## config.mk

```make
export PLATFORM = sky130hd
export DESIGN_NAME = alpha_level_ctrl_flat
export DESIGN_NICKNAME = d
export VERILOG_FILES = /design/src/rtl/alpha_level_ctrl_if.sv /design/src/rtl/alpha_level_ctrl.sv /design/src/flat_wrapper.sv
export SDC_FILE = /design/constraint.sdc
export NUM_CORES = 1
export LEC_CHECK = 0
export BUFFER_PORTS_ARGS = -buffer_cell sky130_fd_sc_hd__buf_4
export CORE_UTILIZATION = 60
export CTS_CLUSTER_DIAMETER = 200
export CTS_CLUSTER_SIZE = 24
export DETAILED_ROUTE_END_ITERATION = 8
export HOLD_SLACK_MARGIN = 0.12
export PLACE_DENSITY = 0.87
export SYNTH_ARGS = -nofsm -noshare
export SYNTH_HDL_FRONTEND = slang
export SYNTH_SLANG_ARGS = --single-unit
```

## constraint.sdc

```tcl
create_clock -name clk -period 16.6 [get_ports clk]
set_input_delay 2.49 -clock clk [delete_from_list [all_inputs] [get_ports clk]]
set_output_delay 2.49 -clock clk [all_outputs]
set_load 0.02 [all_outputs]
```

## src/rtl/alpha_level_ctrl_if.sv

```systemverilog
// Pixel stream link: valid/ready handshake carrying an 8-bit pixel with frame markers.
// The master drives the payload; the slave returns ready.
interface alpha_level_ctrl_if;
  logic       valid;
  logic       ready;
  logic [7:0] pixel;
  logic       sof;
  logic       eof;

  modport master (output valid, pixel, sof, eof, input ready);
  modport slave  (input valid, pixel, sof, eof, output ready);
endinterface

```

## src/rtl/alpha_level_ctrl.sv

```systemverilog
// Alpha level controller: applies a frame-stable alpha to a combinational adjust datapath,
// ramps alpha toward a target once per frame, and registers the adjusted pixel stream.
module alpha_level_ctrl #(
  parameter int unsigned RESET_ALPHA = 50,
  parameter int unsigned ALPHA_MAX   = 100,
  parameter int unsigned FCNT_W      = 16
) (
  input  logic                clk,
  input  logic                rst_n,
  input  logic                cfg_wr,
  input  logic [7:0]          cfg_alpha,
  input  logic [7:0]          cfg_step,
  alpha_level_ctrl_if.slave   s,
  alpha_level_ctrl_if.master  m,
  output logic [7:0]          adj_pixel_o,
  output logic [7:0]          adj_alpha_o,
  input  logic [7:0]          adj_pixel_i,
  output logic                ramp_busy,
  output logic [FCNT_W-1:0]   frame_cnt,
  output logic                err_sof,
  output logic                err_eof
);

  localparam int unsigned AW = 8;

  typedef enum logic {IDLE, IN_FRAME} state_t;

  state_t        state, state_nx;
  logic [AW-1:0] cur_alpha, tgt_alpha, step;
  logic [AW-1:0] next_alpha;
  logic [AW:0]   delta, sum;
  logic          accept, sof_acc, eof_acc;
  logic          err_sof_nx, err_eof_nx;

  assign s.ready = !m.valid || m.ready;
  assign accept  = s.valid && s.ready;
  assign sof_acc = accept && s.sof;
  assign eof_acc = accept && s.eof;

  // One ramp step toward target, limited so it lands exactly on target.
  always_comb begin
    next_alpha = cur_alpha;
    delta      = '0;
    sum        = {1'b0, cur_alpha};
    if (cur_alpha == tgt_alpha) begin
      next_alpha = cur_alpha;
    end else if (step == '0) begin
      next_alpha = tgt_alpha;
    end else if (tgt_alpha > cur_alpha) begin
      delta = {1'b0, tgt_alpha} - {1'b0, cur_alpha};
      if ({1'b0, step} < delta) delta = {1'b0, step};
      sum        = {1'b0, cur_alpha} + delta;
      next_alpha = AW'(sum);
    end else begin
      delta = {1'b0, cur_alpha} - {1'b0, tgt_alpha};
      if ({1'b0, step} < delta) delta = {1'b0, step};
      sum        = {1'b0, cur_alpha} - delta;
      next_alpha = AW'(sum);
    end
  end

  assign adj_alpha_o = sof_acc ? next_alpha : cur_alpha;
  assign adj_pixel_o = s.pixel;
  assign ramp_busy   = (cur_alpha != tgt_alpha);

  always_ff @(posedge clk) begin
    if (!rst_n) state <= IDLE;
    else        state <= state_nx;
  end

  // Framing: an SOF inside a frame restarts it, a bare EOF outside one is flagged.
  always_comb begin
    state_nx   = state;
    err_sof_nx = 1'b0;
    err_eof_nx = 1'b0;
    case (state)
      IDLE: begin
        if (sof_acc && !s.eof)      state_nx   = IN_FRAME;
        else if (eof_acc && !s.sof) err_eof_nx = 1'b1;
      end
      IN_FRAME: begin
        if (sof_acc) err_sof_nx = 1'b1;
        if (eof_acc) state_nx   = IDLE;
      end
      default: state_nx = IDLE;
    endcase
  end

  always_ff @(posedge clk) begin
    if (!rst_n) begin
      cur_alpha <= AW'(RESET_ALPHA);
      tgt_alpha <= AW'(RESET_ALPHA);
      step      <= '0;
      frame_cnt <= '0;
      err_sof   <= 1'b0;
      err_eof   <= 1'b0;
      m.valid   <= 1'b0;
      m.pixel   <= '0;
      m.sof     <= 1'b0;
      m.eof     <= 1'b0;
    end else begin
      err_sof <= err_sof_nx;
      err_eof <= err_eof_nx;
      if (cfg_wr) begin
        tgt_alpha <= (cfg_alpha > AW'(ALPHA_MAX)) ? AW'(ALPHA_MAX) : cfg_alpha;
        step      <= cfg_step;
      end
      if (sof_acc) begin
        cur_alpha <= next_alpha;
        frame_cnt <= frame_cnt + FCNT_W'(1);
      end
      if (accept) begin
        m.valid <= 1'b1;
        m.pixel <= adj_pixel_i;
        m.sof   <= s.sof;
        m.eof   <= s.eof;
      end else if (m.ready) begin
        m.valid <= 1'b0;
      end
    end
  end

endmodule

```

## src/flat_wrapper.sv

```systemverilog
// flat-port wrapper written by rule: the top's interface ports become plain ports
module alpha_level_ctrl_flat 
#(
  parameter int unsigned RESET_ALPHA = 50,
  parameter int unsigned ALPHA_MAX   = 100,
  parameter int unsigned FCNT_W      = 16
)
  (clk, rst_n, cfg_wr, cfg_alpha, cfg_step, adj_pixel_o, adj_alpha_o, adj_pixel_i, ramp_busy, frame_cnt, err_sof, err_eof, s_valid, s_pixel, s_sof, s_eof, s_ready, m_valid, m_pixel, m_sof, m_eof, m_ready);
  alpha_level_ctrl_if s_i ();
  alpha_level_ctrl_if m_i ();
  input  logic clk;
  input  logic rst_n;
  input  logic cfg_wr;
  input  logic [7:0] cfg_alpha;
  input  logic [7:0] cfg_step;
  output logic [7:0] adj_pixel_o;
  output logic [7:0] adj_alpha_o;
  input  logic [7:0] adj_pixel_i;
  output logic ramp_busy;
  output logic [FCNT_W-1:0] frame_cnt;
  output logic err_sof;
  output logic err_eof;
  input wire logic [$bits(s_i.valid)-1:0] s_valid;
  input wire logic [$bits(s_i.pixel)-1:0] s_pixel;
  input wire logic [$bits(s_i.sof)-1:0] s_sof;
  input wire logic [$bits(s_i.eof)-1:0] s_eof;
  output wire logic [$bits(s_i.ready)-1:0] s_ready;
  output wire logic [$bits(m_i.valid)-1:0] m_valid;
  output wire logic [$bits(m_i.pixel)-1:0] m_pixel;
  output wire logic [$bits(m_i.sof)-1:0] m_sof;
  output wire logic [$bits(m_i.eof)-1:0] m_eof;
  input wire logic [$bits(m_i.ready)-1:0] m_ready;
  assign s_i.valid = s_valid;
  assign s_i.pixel = s_pixel;
  assign s_i.sof = s_sof;
  assign s_i.eof = s_eof;
  assign s_ready = s_i.ready;
  assign m_valid = m_i.valid;
  assign m_pixel = m_i.pixel;
  assign m_sof = m_i.sof;
  assign m_eof = m_i.eof;
  assign m_i.ready = m_ready;
  alpha_level_ctrl #(.RESET_ALPHA(RESET_ALPHA), .ALPHA_MAX(ALPHA_MAX), .FCNT_W(FCNT_W)) u_core (.clk(clk), .rst_n(rst_n), .cfg_wr(cfg_wr), .cfg_alpha(cfg_alpha), .cfg_step(cfg_step), .s(s_i), .m(m_i), .adj_pixel_o(adj_pixel_o), .adj_alpha_o(adj_alpha_o), .adj_pixel_i(adj_pixel_i), .ramp_busy(ramp_busy), .frame_cnt(frame_cnt), .err_sof(err_sof), .err_eof(err_eof));
endmodule
```

==> impl_metrics.csv <==
group,metric,value,unit
finish,final_common_cell,"buf_4",
drt,via_per_inst,5.75,
yosys,synth_edf_count,0,
timing,finClkSkew,6.31,ps
timing,tightest_slew,602,ps
drt,routed_wl,9550,um
place,place_congestion,0.943,
yosys,synthFlopType,"dfxtp_1",
worst_setup_path,critPathRequiredTime,14110,ps
clock_network,clock_insertion_delay_worst_skew,320,ps
clock_network,cts_tree,"built",
drt,detail_route.wl_per_cell,15.2,um
timing,drv_slew,0,
worst_setup_path,cp-end-kind,"output pin",
global_route,grt_antenna_before_repair,0,
timing,max-slew-margin-rel,59.9,%
die,pin_count,86,
power,leakage,2.08,nW
min_path,hp-start,"u_core.state",
clock_network,cts_sinks,54,
yosys,async_flop_share,0,%
worst_setup_path,r2r_start,"u_core.tgt_alpha[0]",
finish,diodes,0,
worst_setup_path,critPathLaunch,"u_core.tgt_alpha[0]",
yosys,syn_avg_cell_area,7.84,um2
die,die_w,83.0,um
drt,drc_errors,0,
yosys,synth_nets,583,
timing,rsz0062_at_grt,"no",
drt,vias,3621,
flow_run,drv_cap,0,
place,port_buffers,69,
place,place_ws,8510,ps
worst_setup_path,critPathLaunchType,"register",
timing,min_period,8570,ps
finish,fin_area,4530,um2
timing,setup_slack,8030,ps
clock_network,cts.repair.resized,0,
timing,hold_violations,0,
finish,layout-drive-gt1-share,16.3,%
clock_network,htreeDepth,2,
yosys,synth_cells,502,
min_path,hold_path.class,"reg -> reg",
yosys,seq_area_frac_synth,27.5,%
global_route,grt_max_degree,44,
yosys,synth_warnings,0,
finish,area_growth,15.2,%
worst_setup_path,cp_max_fo,18,
clock_network,cts_buffer_depth,2,
drt,first_pass_iters,4,
global_route,grt_first_pass_wirelength,15900,um
worst_setup_path,arrival,6080,ps
die,die_h,83.0,um
worst_setup_path,slowest_stage,"fa_1",
min_path,whs_path_depth,1,
clock_network,cts.hold.buffers_added,0,
yosys,synth.distinct_cells,54,
clock_network,cts_made_buffers,5,
worst_setup_path,r2r_cells,29,
yosys,synth_seq_cells,54,
timing,setup_viol,0,
global_route,overflow,0,
power,ir_drop,0.147,mV
finish,mostFrequentLayoutCells,"72 x buf_4, 58 x nand2_1, 54 x dfxtp_1",
die,core,6350,um2
yosys,syn_area,3930,um2
place,hpwl,7470,um
run_status,status,"finished, final reports clean",
timing,post-route-period-util,51.6,%
clock_network,clkSlewWorstSetupHoldPaths,100,ps
die,initial_core_util,62.0,%
die,rows,29,
drt,detail-route-antenna-nets,0,
die,die-area,6880,um2
timing,hold_slack,454,ps
global_route,grt_pass1_vias,3584,
clock_network,cts-root-buf,"clkbuf_8",
power,p_per_area,198,nW/um2
worst_setup_path,slowest_delay,410,ps
global_route,grt_use_total,27.8,%
clock_network,postCtsSetupBuffers,0,
timing,fmax,0.117,GHz
timing,setup_tns,0,ps
finish,fin_nets,633,
place,place_area,4410,um2
worst_setup_path,crit_type,"reg -> out",
drt,drt_iter0_markers,252,
-- flip-flops by register name (all words and copies together) (netlist names) --
register          cells
u_core.cur_alpha      8
u_core.m.eof          1
u_core.m.sof          1
u_core.frame_cnt     16
u_core.err_eof        1
u_core.m.pixel        8
u_core.tgt_alpha      8
u_core.step           8
u_core.err_sof        1
u_core.m.valid        1
u_core.state          1
-- worst max-delay path: cells and delay by family, from the launching register on --
kind,cells,cell delay (ps)
flip-flops,1,380
buffers and inverters,4,560
XOR/XNOR,3,630
multiplexers,1,260
AND/OR/NAND/NOR,8,1380
AO/OA/AOI/OAI,9,1110
adder cells (fa/ha/maj),5,1420
-- layer usage --
layer / GRT usage (%) / share of wire (%) / wire, um / vias up
met5: 0 / 0 / 0 / -
met4: 12.4 / 3.0 / 286 / 0
met3: 4.27 / 5.1 / 489 / 26
met2: 48.2 / 49 / 4680 / 111
met1: 33.8 / 43 / 4090 / 1674
li1: - / - / - / 1810
-- per-stage QoR --
step	util, %	cells	total power [mW]
final	71.3	630	0.895
after global routing	71.3	630	0.961
after CTS	71.3	630	0.889
after detailed placement	69.5	622	0.794
after global placement	69.5	622	0.766
after floorplan	-	502	0.648
-- path summary, 6_finish.rpt --
kind / to / slack [ps]
setup / recovery: adj_alpha_o[7] / 8030
hold / removal: u_core.err_eof / 450
setup reg to reg: u_core.cur_alpha[7] / 10900
hold reg to reg: u_core.err_eof / 450
-- final cells by class --
cell class / count / area, um2
clock buffer: 5 / 68.8
clock inverter: 3 / 48.8
fill: 484 / 1820
inverter: 34 / 128
multi-input combinational: 385 / 2570
sequential: 54 / 1080
tap: 77 / 96.3
timing repair buffer: 72 / 541
-- report_power, final --
part	switching [mW]	internal, mW
combinational	0.373	0.276
sequential	0.0127	0.141
clock	0.0461	0.0460
total	0.432	0.463
-- cells in the mapped netlist, drive strengths merged, types with 2 or more instances --
cell type | n | area (um2)
o21ai | 36 | 180
a21boi | 2 | 15.0
a211oi | 3 | 27.5
or2 | 5 | 31.3
o211ai | 9 | 67.6
o2111ai | 2 | 17.5
xnor2 | 21 | 184
xor2 | 13 | 114
a31oi | 3 | 18.8
a21oi | 42 | 221
nand4 | 3 | 18.8
nor2b | 5 | 31.3
ha | 39 | 488
nor4 | 6 | 58.8
or3 | 10 | 62.6
o22ai | 3 | 25.0
dfxtp | 54 | 1080
inv | 33 | 124
and2 | 6 | 37.5
clkbuf | 16 | 60.1
fa | 3 | 60.1
nand3 | 12 | 60.1
a21o | 7 | 52.6
mux2i | 16 | 160
nand2b | 6 | 37.5
nor3 | 8 | 40.0
o21a | 3 | 22.5
nor2 | 44 | 165
nand2 | 58 | 218
a2bb2oi | 2 | 17.5
buf | 13 | 97.6
and3 | 8 | 50.1
-- kinds of logic after synthesis --
group / synth area share (%)
xor gates and xnor gates: 7.57
AOI/OAI and AO/OA: 18.5
and+or+nand+nor: 21.2
adders and majority gates: 13.9
buffers and inverters: 7.25
DFF: 27.5
muxes: 4.07
Power figures use the tool's default switching activity.
